<file path="src/rtl/uart_tx_frame.sv">
// uart_tx_frame: UART transmitter. Sends one 8-bit word per accepted request as
// start / 8 data bits (LSB first) / optional parity / 1 stop bit, each bit held
// for Prescale CLK cycles (0 is treated as 1).
// Build option: define UART_TX_PARITY_EN to include the parity bit; otherwise
// PAR_EN/PAR_TYP are ignored and every frame is 10 bits.
module uart_tx_frame (
  input  logic       CLK,
  input  logic       RST,
  input  logic [7:0] P_DATA,
  input  logic       Data_Valid,
  input  logic       PAR_EN,
  input  logic       PAR_TYP,
  input  logic [5:0] Prescale,
  output logic       TX_OUT,
  output logic       Busy
);

  typedef enum logic [2:0] {
    S_IDLE,
    S_START,
    S_DATA,
`ifdef UART_TX_PARITY_EN
    S_PARITY,
`endif
    S_STOP
  } state_e;

  state_e     state_q, state_d;
  logic [5:0] cnt_q,   cnt_d;
  logic [2:0] idx_q,   idx_d;
  logic [7:0] data_q,  data_d;
  logic [5:0] pre_q,   pre_d;
  logic       tx_q,    tx_d;
  logic       busy_q,  busy_d;
  logic       bit_end;

`ifdef UART_TX_PARITY_EN
  logic       par_en_q, par_en_d;
  logic       par_q,    par_d;
`else
  // Parity inputs stay on the port list but have no function in this build.
  logic       unused_par;
  assign unused_par = PAR_EN ^ PAR_TYP;
`endif

  // State, counters, latched frame and registered outputs.
  // NOTE: sequential state uses non-blocking assignments so every flop samples
  // the pre-edge values regardless of statement order.
  always_ff @(posedge CLK or negedge RST) begin
    if (!RST) begin
      state_q  <= S_IDLE;
      cnt_q    <= '0;
      idx_q    <= '0;
      data_q   <= '0;
      pre_q    <= '0;
      tx_q     <= 1'b1;
      busy_q   <= 1'b0;
`ifdef UART_TX_PARITY_EN
      par_en_q <= 1'b0;
      par_q    <= 1'b0;
`endif
    end else begin
      state_q  <= state_d;
      cnt_q    <= cnt_d;
      idx_q    <= idx_d;
      data_q   <= data_d;
      pre_q    <= pre_d;
      tx_q     <= tx_d;
      busy_q   <= busy_d;
`ifdef UART_TX_PARITY_EN
      par_en_q <= par_en_d;
      par_q    <= par_d;
`endif
    end
  end

  // Next-state logic, bit timer, and output decode from the next state so the
  // line changes on the same edge as the state.
  // NOTE: every signal gets a default before the case so no path leaves one
  // unassigned, which would otherwise infer a latch.
  always_comb begin
    state_d  = state_q;
    cnt_d    = cnt_q + 6'd1;
    idx_d    = idx_q;
    data_d   = data_q;
    pre_d    = pre_q;
    tx_d     = 1'b1;
    busy_d   = 1'b0;
`ifdef UART_TX_PARITY_EN
    par_en_d = par_en_q;
    par_d    = par_q;
`endif
    bit_end  = (cnt_q == pre_q - 6'd1);

    unique case (state_q)
      S_IDLE: begin
        cnt_d = '0;
        if (Data_Valid) begin
          data_d   = P_DATA;
          pre_d    = (Prescale == 6'd0) ? 6'd1 : Prescale;
`ifdef UART_TX_PARITY_EN
          par_en_d = PAR_EN;
          par_d    = (^P_DATA) ^ PAR_TYP;
`endif
          state_d  = S_START;
        end
      end
      S_START: begin
        if (bit_end) begin
          state_d = S_DATA;
          cnt_d   = '0;
          idx_d   = '0;
        end
      end
      S_DATA: begin
        if (bit_end) begin
          cnt_d = '0;
          if (idx_q == 3'd7) begin
`ifdef UART_TX_PARITY_EN
            state_d = par_en_q ? S_PARITY : S_STOP;
`else
            state_d = S_STOP;
`endif
          end else begin
            idx_d = idx_q + 3'd1;
          end
        end
      end
`ifdef UART_TX_PARITY_EN
      S_PARITY: begin
        if (bit_end) begin
          state_d = S_STOP;
          cnt_d   = '0;
        end
      end
`endif
      S_STOP: begin
        if (bit_end) begin
          state_d = S_IDLE;
          cnt_d   = '0;
        end
      end
      default: begin
        state_d = S_IDLE;
        cnt_d   = '0;
      end
    endcase

    unique case (state_d)
      S_IDLE:   begin tx_d = 1'b1;          busy_d = 1'b0; end
      S_START:  begin tx_d = 1'b0;          busy_d = 1'b1; end
      S_DATA:   begin tx_d = data_d[idx_d]; busy_d = 1'b1; end
`ifdef UART_TX_PARITY_EN
      S_PARITY: begin tx_d = par_d;         busy_d = 1'b1; end
`endif
      S_STOP:   begin tx_d = 1'b1;          busy_d = 1'b1; end
      default:  begin tx_d = 1'b1;          busy_d = 1'b0; end
    endcase
  end

  assign TX_OUT = tx_q;
  assign Busy   = busy_q;

endmodule

</file>
<file path="config.mk">
export PLATFORM = sky130hd
export DESIGN_NAME = uart_tx_frame
export DESIGN_NICKNAME = d
export VERILOG_FILES = /design/src/rtl/uart_tx_frame.sv
export SDC_FILE = /design/constraint.sdc
export NUM_CORES = 1
export LEC_CHECK = 0
export ABC_AREA = 1
export BUFFER_PORTS_ARGS = -buffer_cell sky130_fd_sc_hd__buf_2
export CORE_MARGIN = 1
export CORE_UTILIZATION = 51
export CTS_BUF_LIST = sky130_fd_sc_hd__clkbuf_16
export DETAILED_ROUTE_END_ITERATION = 16
export PLACE_DENSITY = 0.71
export SYNTH_ARGS = -nofsm -noshare
export SYNTH_HDL_FRONTEND = slang
export SYNTH_SLANG_ARGS = --single-unit
export TNS_END_PERCENT = 20
</file>
<file path="constraint.sdc">
create_clock -name CLK -period 1.7 [get_ports CLK]
set_input_delay 0.17 -clock CLK [delete_from_list [all_inputs] [get_ports CLK]]
set_output_delay 0.17 -clock CLK [all_outputs]
set_load 0.01 [all_outputs]
</file>
Yosys cells after proc, flatten, opt, wreduce, memory -nomap -nowiden. Index checks and enable logic that the tools add are counted.

Muxes and demuxes: 19. Eq/ne operators: 8. Add/subtract/negate cells: 3. Order comparisons: 1. Reductions and logical operators: 5.

Operators by type and width (count): $mux 3 (8); $mux 6 (3); $mux 8 (2); $eq 3x2->1 const B (4); $pmux 3 s4 (1); $add 6x1->6 const B (1); $eq 3x1->1 const B (2); $eq 6x6->1 (1); $logic_not 6->1 (1); $pmux 3 s2 (1); $reduce_or 3->1 (2); $sub 6x1->6 const B (1); $lt 3x4->1 const B (1); $add 3x1->3 const B (1); $bmux 1 s3 (1); $eq 3x3->1 const B (1); $logic_not 3->1 (1); $mux 1 (2); $pmux 1 s2 (1); $reduce_and 2->1 (1).

Bits in registers: 28. Output and inout port bits: 2. Word-level logic and storage cells: 43.

Longest topological paths before layout. Gate-level depths: netlist of the first run.

Word-level depth: 7. Mapped depth: 18. Gate-level depth less buffers: 18.

Worst setup path after synthesis of the first run. OpenSTA, ideal clock, no wires.

Path type: flip-flop to flip-flop. Start: register pre_q[0]. End: register tx_q, in the netlist TX_OUT. Required time: 1.621 ns. Arrival time: 1.805 ns. Cell stages (with the launch flop): 17. Slack: -0.184 ns. Clock period less this slack: 1.884 ns. Path through: dfrtp_1 inv_2 ha_1 nand2_1 nand2_1 nor2_4 nand2_2 nor2_4 nand3_4 nand2_2 nand3_4 nand2_4 nand2_1 nand3_1 nand3_1 nand3_1 nand2_1.

Cells in the longest elaborated chain, start to end: 7. Elaborated cells on any way between the ends: 14. Classes of those cells: add/sub: 1; eq/ne: 3; mux: 10.

Ends and longest elaborated chain: start: declaration (RTL line 32) `logic [5:0] pre_q, pre_d;`; start signal: assignment (RTL line 67) `pre_q <= pre_d;`; $sub 6x1->6 * (RTL line 93) `bit_end = (cnt_q == pre_q - 6'd1);`; $eq 6x6->1 * (RTL line 93); $mux 3 (on tied branches) (RTL line 116, 109); $pmux 3 s2 * (RTL line 95) `unique case (state_q)`; named net idx_d[0] (RTL line 30) `logic [2:0] idx_q, idx_d;`; $bmux 1 s3 * (RTL line 152) `S_DATA: begin tx_d = data_d[idx_d]; busy_d = 1'b1; end`; $mux 1 (not written as such) * (RTL line 152); $pmux 1 s2 * (RTL line 149) `unique case (state_d)`; named net tx_d (RTL line 33) `logic tx_q, tx_d;`; end signal: assignment (RTL line 68) `tx_q <= tx_d;`; end: declaration (RTL line 33).

The timed path passes the listed nets; every way through them passes the cells marked *. The select of a mux whose other input is x is not followed. A chain may end at the register's enable or synchronous reset.

Worst setup path after layout of the first run.
Start: register pre_q[1]. End: register tx_q, in the netlist TX_OUT.

Same word-level chain as after synthesis.

==> results of run 1 <==
-- registers in the layout, summed over array words and instances, names as in the netlist --
name	cells
data_q	8
idx_q	3
cnt_q	6
Busy	1
state_q	3
pre_q	6
TX_OUT	1
-- Yosys cell counts (all sizes together), types with 2 or more instances --
library cell  instances  area, sq um
a21oi                 3         15.0
dfrtp                27          676
ha                    3         37.5
inv                  39          146
nand2                55          254
nand3                24          145
nand3b                3         22.5
nand4                 4         25.0
nor2                 12         65.1
nor3                  2         21.3
o21ai                16         80.1
or2                   9         56.3
xor2                  2         17.5
-- cell type report --
type / instances / area, sq um
Clock inverter: 1 / 3.75
Tap cell: 44 / 55.1
Sequential cell: 28 / 702
Clock buffer: 3 / 75.1
Fill cell: 275 / 900
Inverter: 39 / 146
Timing Repair Buffer: 47 / 314
Multi-Input combinational cell: 140 / 857
-- repair_timing --
item,in CTS,in global routing
hold buffers,1,0
setup buffers,0,3
endpoints found under the hold margin,27,0
pin swaps,1,9
gates resized for setup,2,13
endpoints found under the setup margin,7,11
-- cells by family after synthesis --
group,Yosys count
AND/OR/NAND/NOR,110
XOR/XNOR,3
flip-flops,28
buffers and inverters,41
other,1
AO/OA/AOI/OAI,22
adder cells (fa/ha/maj),3
multiplexers,1
-- report_power, final --
part           total, uW  internal, uW  switching, uW
Combinational       2030           915           1110
Clock                544           316            228
Sequential          1030           912            117
-- through the flow --
step	setup WS (ps)	hold WS, ps
floorplan	-117	-126
global placement	-202	230
detailed placement	-267	231
CTS	-289	128
global route	-447	150
finish	-292	124
-- critical path: cells and delay by family, from the launching register on --
| kind | cells | cell delay, ps |
|---|---|---|
| AND/OR/NAND/NOR | 15 | 1210 |
| buffers and inverters | 2 | 90 |
| adder cells (fa/ha/maj) | 1 | 270 |
| flip-flops | 1 | 360 |
-- layer usage --
metal,share of wire,GRT usage
met5,0,0
met1,0.44,0.261
met4,0.026,0.0952
met2,0.50,0.393
met3,0.030,0.0374
-- worst paths after layout --
path,from,cells past startpoint,to,slack [ps]
worst max register to register,pre_q[1],18,TX_OUT,-290
worst min-delay path,Prescale[3],3,pre_q[3],120
worst min register to register,pre_q[5],2,pre_q[5],550
worst max-delay path,pre_q[1],18,TX_OUT,-290
max in group asynchronous,RST,2,idx_q[2],840
min in group asynchronous,RST,2,pre_q[2],450
==> flow_metrics.tcl, run 1 <==
set metrics [dict create \
    status "complete, but fails checks" \
    violations "negative setup slack" \
    timing.fmax_mhz 502 \
    critPathCaptureType "register" \
    fp.dieW_microns 58.8 \
    slew_headroom 0.584 \
    clock_latency_ps 260 \
    setup_viol 7 \
    synth_edf_count 0 \
    cts.sinks 28 \
    synthFlopType "dfrtp_1" \
    power.density_mw_per_mm2 1670 \
    critical_path.max_stage_delay_ps 360 \
    core_area_sq_mm 0.00305 \
    place_inst 294 \
    final_util 0.705 \
    layout_setup_ws_ps -292 \
    synthAdderAreaFrac 0.0228 \
    layout_common_cells "nand2_1 (39), inv_1 (29), dfrtp_1 (27), buf_4 (27)" \
    power_uw 3600 \
    synth.area.mux_share 0.00607 \
    ys_warn_count 0 \
    synth_top_family_by_area "simple AND/OR/NAND/NOR gates" \
    period_share 1.17 \
    start_util 0.540 \
    grt_first_pass_wirelength_mm 5.80 \
    rows 20 \
    final-hold-violation-count 0 \
    drc 0 \
    cap_violations 0 \
    ir_worst_vdd_mv 0.797 \
    vias_per_cell 4.86 \
    antenna_found_initial 0 \
    grt_overflow 0 \
    setup_tns_ps -1060 \
    cts.path.max_buffers 2 \
    fp.dieH_microns 58.8 \
    finalMaxSlewViolations 0 \
    h-tree-depth 1 \
    rsz0062_at_grt "yes" \
    cp.required_ps 1910 \
    async_flop_share 1.00 \
    path_class "reg2reg" \
    die_area_sq_mm 0.00346 \
    place_area_sq_mm 0.00199 \
    tightest_slew_ps 623 \
    synth_fp_nets 231 \
    hold_class "in2reg" \
    drive_gt1_frac 0.391 \
    fin_crit_ps 1990 \
    wire_per_inst_microns 11.5 \
    cellLeakagePower_uw 0.00111 \
    grt_max_degree 29 \
    cp_max_fo 6 \
    synth_cell_types 31 \
    drtIter0Drc 41 \
    cts_buffers 3 \
    nets 281 \
    io_pins 21 \
    root_buffer "clkbuf_16" \
    cp.arrival_ps 2200 \
    yosys.area_share.xor_xnor 0.0159 \
    synth-seq-cells 28 \
    final_common_cell "nand2_1" \
    finalWirelength_mm 3.46 \
    path_cells "inv_2, ha_4, inv_2, nand2_2, nand2_2, nor2_4, nand2_2, nor2_4, nand3_4, nand2_4, nand2_4, nand2_4, nand2_4, nand2_2, nand3_1, nand3b_1, nand3_1, nand2_1" \
    slowest_stage "dfrtp_1" \
    post_synth.cell_area_avg_sq_um 7.88 \
    clock_skew_ps 6.04 \
    num_vias 1467 \
    synth_seq_area_share 0.426 \
    cts_tree "done" \
    synth_compound_gate_area_share 0.0714 \
    first_pass_iters 5 \
    grtUsageTotal 0.221 \
    syn_inst 209 \
    place_congestion 0.812 \
    synthSimpleGateAreaFrac 0.361 \
    portBuffers 18 \
    fin_area_sq_mm 0.00215 \
    area_growth_pct 30.7 \
    grt_pass1_vias 1402 \
    place_hpwl_mm 2.47 \
    postRouteAntennaNets 0 \
    start_kind "register" \
    clk_pin_slew_ps 70 \
    n_antenna_cell 0 \
    fin_cells 302 \
    synthesis.area_sq_mm 0.00165 \
]
Note: power is estimated with default switching activity, not from simulation.
==> run 2: changes to the inputs <==
--- a/config.mk
+++ b/config.mk
@@ -5,13 +5,12 @@
 export SDC_FILE = /design/constraint.sdc
 export NUM_CORES = 1
 export LEC_CHECK = 0
-export ABC_AREA = 1
 export BUFFER_PORTS_ARGS = -buffer_cell sky130_fd_sc_hd__buf_2
 export CORE_MARGIN = 1
-export CORE_UTILIZATION = 51
+export CORE_UTILIZATION = 50
 export CTS_BUF_LIST = sky130_fd_sc_hd__clkbuf_16
 export DETAILED_ROUTE_END_ITERATION = 16
-export PLACE_DENSITY = 0.71
+export PLACE_DENSITY = 0.85
 export SYNTH_ARGS = -nofsm -noshare
 export SYNTH_HDL_FRONTEND = slang
 export SYNTH_SLANG_ARGS = --single-unit
==> flow_metrics.tcl, run 2 <==
set metrics [dict create \
    status "complete, but fails checks" \
    violations "negative setup slack" \
    async_flop_share 1.00 \
    synth_top_area_frac 0.460 \
    rsz0062_at_grt "yes" \
    cp.arrival_ps 3180 \
    regMostFlops "data_q" \
    clock_latency_ps 260 \
    grtUsageTotal 0.233 \
    timing.rr.start "pre_q[0]" \
    n_antenna_cell 0 \
    cp_max_fo 5 \
    rr_worst_depth 8 \
    place_hpwl_mm 2.41 \
    area_growth_pct 33.5 \
    start_kind "register" \
    cellLeakagePower_uw 0.000908 \
    place_inst 207 \
    cp.required_ps 1880 \
    ff2ff_setup_slack_ps -1300 \
    setup_tns_ps -10010 \
    synth_edf_count 0 \
    slew_headroom 0.590 \
    grt_max_degree 29 \
    synth_fp_nets 153 \
    fin_area_sq_mm 0.00196 \
    io_pins 21 \
    timing.fmax_mhz 333 \
    power_uw 1920 \
    h-tree-depth 1 \
    reg_top3 "data_q (8), cnt_q (6), pre_q (6)" \
    hold_class "in2reg" \
    critPathCapture "TX_OUT" \
    final_util 0.705 \
    core_area_sq_mm 0.00278 \
    die_area_sq_mm 0.00316 \
    clk_pin_slew_ps 60 \
    root_buffer "clkbuf_16" \
    setup_viol 13 \
    vias_per_cell 5.67 \
    finalWirelength_mm 3.51 \
    start_util 0.528 \
    layout_setup_ws_ps -1300 \
    critPathCaptureType "register" \
    clock_skew_ps 3.53 \
    grt_first_pass_wirelength_mm 5.66 \
    num_vias 1214 \
    wire_per_inst_microns 16.4 \
    fp.dieW_microns 56.2 \
    cap_violations 0 \
    ir_worst_vdd_mv 1.08 \
    cts.path.max_buffers 2 \
    portBuffers 18 \
    largest_register_ffs 8 \
    power.density_mw_per_mm2 982 \
    drc 0 \
    fin_crit_ps 3000 \
    fp.dieH_microns 56.2 \
    grt_pass1_vias 1284 \
    synth_seq_area_share 0.478 \
    synth-seq-cells 28 \
    rows 19 \
    antenna_found_initial 0 \
    cts.sinks 28 \
    fin_cells 214 \
    layout_common_cells "buf_4 (30), dfrtp_1 (27), buf_2 (18)" \
    period_share 1.76 \
    grt_overflow 0 \
    ys_warn_count 0 \
    synthFlopType "dfrtp_1" \
    syn_inst 131 \
    finalMaxSlewViolations 0 \
    cts_tree "done" \
    postRouteAntennaNets 0 \
    tightest_slew_ps 614 \
    cts_buffers 3 \
    r2r-end "TX_OUT" \
    synthTopCellsByArea "dfrtp_1 (46%), mux2_2 (6.9%), xnor2_1 (4.8%), mux2i_1 (3.4%), nor2_1 (3.3%)" \
    drive_gt1_frac 0.421 \
    nets 206 \
    synth_top_area_cell "dfrtp_1" \
    yosysMostFrequentCell "dfrtp_1" \
    path_class "reg2reg" \
    final-hold-violation-count 0 \
    final_common_cell "buf_4" \
    post_synth.cell_area_avg_sq_um 11.2 \
    synthesis.area_sq_mm 0.00147 \
    drtIter0Drc 76 \
    place_area_sq_mm 0.00181 \
    startpoint "pre_q[0]" \
    place_congestion 0.917 \
    first_pass_iters 4 \
    synth_common_cells "dfrtp_1 (27), nor2_1 (13), mux2_2 (9)" \
    synth_cell_types 44 \
]
## run 2: cell type report
type                            instances  area, sq um
Clock inverter                          1         3.75
Fill cell                             200          821
Clock buffer                            3         75.1
Inverter                                5         18.8
Multi-Input combinational cell         94          759
Sequential cell                        28          702
Timing Repair Buffer                   52          363
Tap cell                               31         38.8
## run 2: report_power, final
group	total [uW]	switching [uW]	internal, uW
Sequential	830	59.2	771
Clock	520	205	315
Combinational	575	274	301
Total	1920	538	1390
## run 2: through the flow
stage / hold slack (ps) / setup WS (ps)
3_3_place_gp: 207 / -1060
5_1_grt: 159 / -1370
2_1_floorplan: -126 / -1130
6_report: 136 / -1300
3_5_place_dp: 214 / -1150
4_1_cts: 138 / -1250
## run 2: per-layer routing
metal	track usage	part of all wire	up-vias
met1	0.270	0.39	596
met3	0.0558	0.033	14
li1	-	-	571
met2	0.415	0.53	33
met5	0	0	-
met4	0.0836	0.039	0
## run 2: cells by family after synthesis
kind of cell,after synthesis,share of synthesized area
AO/OA/AOI/OAI,19,0.106
adder cells (fa/ha/maj),3,0.0256
XOR/XNOR,11,0.0656
multiplexers,16,0.118
AND/OR/NAND/NOR,44,0.171
buffers and inverters,9,0.0324
flip-flops,28,0.478
other,1,0.00255
## run 2: critical path, cell delays in order, from the launching register on
cell and delay (ps):
dfrtp_1 390, or4_4 540, or3_4 370, a2111oi_4 360, o211ai_1 200, a221o_2 460, o2111ai_1 260, o2111ai_1 180
o211a_1 160
## run 2: timing repair
action,CTS,global route
endpoints found under the hold margin,27,0
gates cloned,0,0
endpoints found under the setup margin,17,17
pin swaps,1,1
resized for setup,5,7
setup buffers,1,1
hold buffers,1,0
## run 2: how the worst min path moves through the flow
stage                start         to  slack, ps  cells past startpoint
6_report       Prescale[1]   pre_q[1]        140                      3
5_1_grt          P_DATA[7]  data_q[7]        160                      2
4_1_cts        Prescale[1]   pre_q[1]        140                      3
3_5_place_dp           RST   cnt_q[4]        210                      1
3_3_place_gp           RST   cnt_q[4]        210                      1
2_1_floorplan          RST       Busy       -130                      0
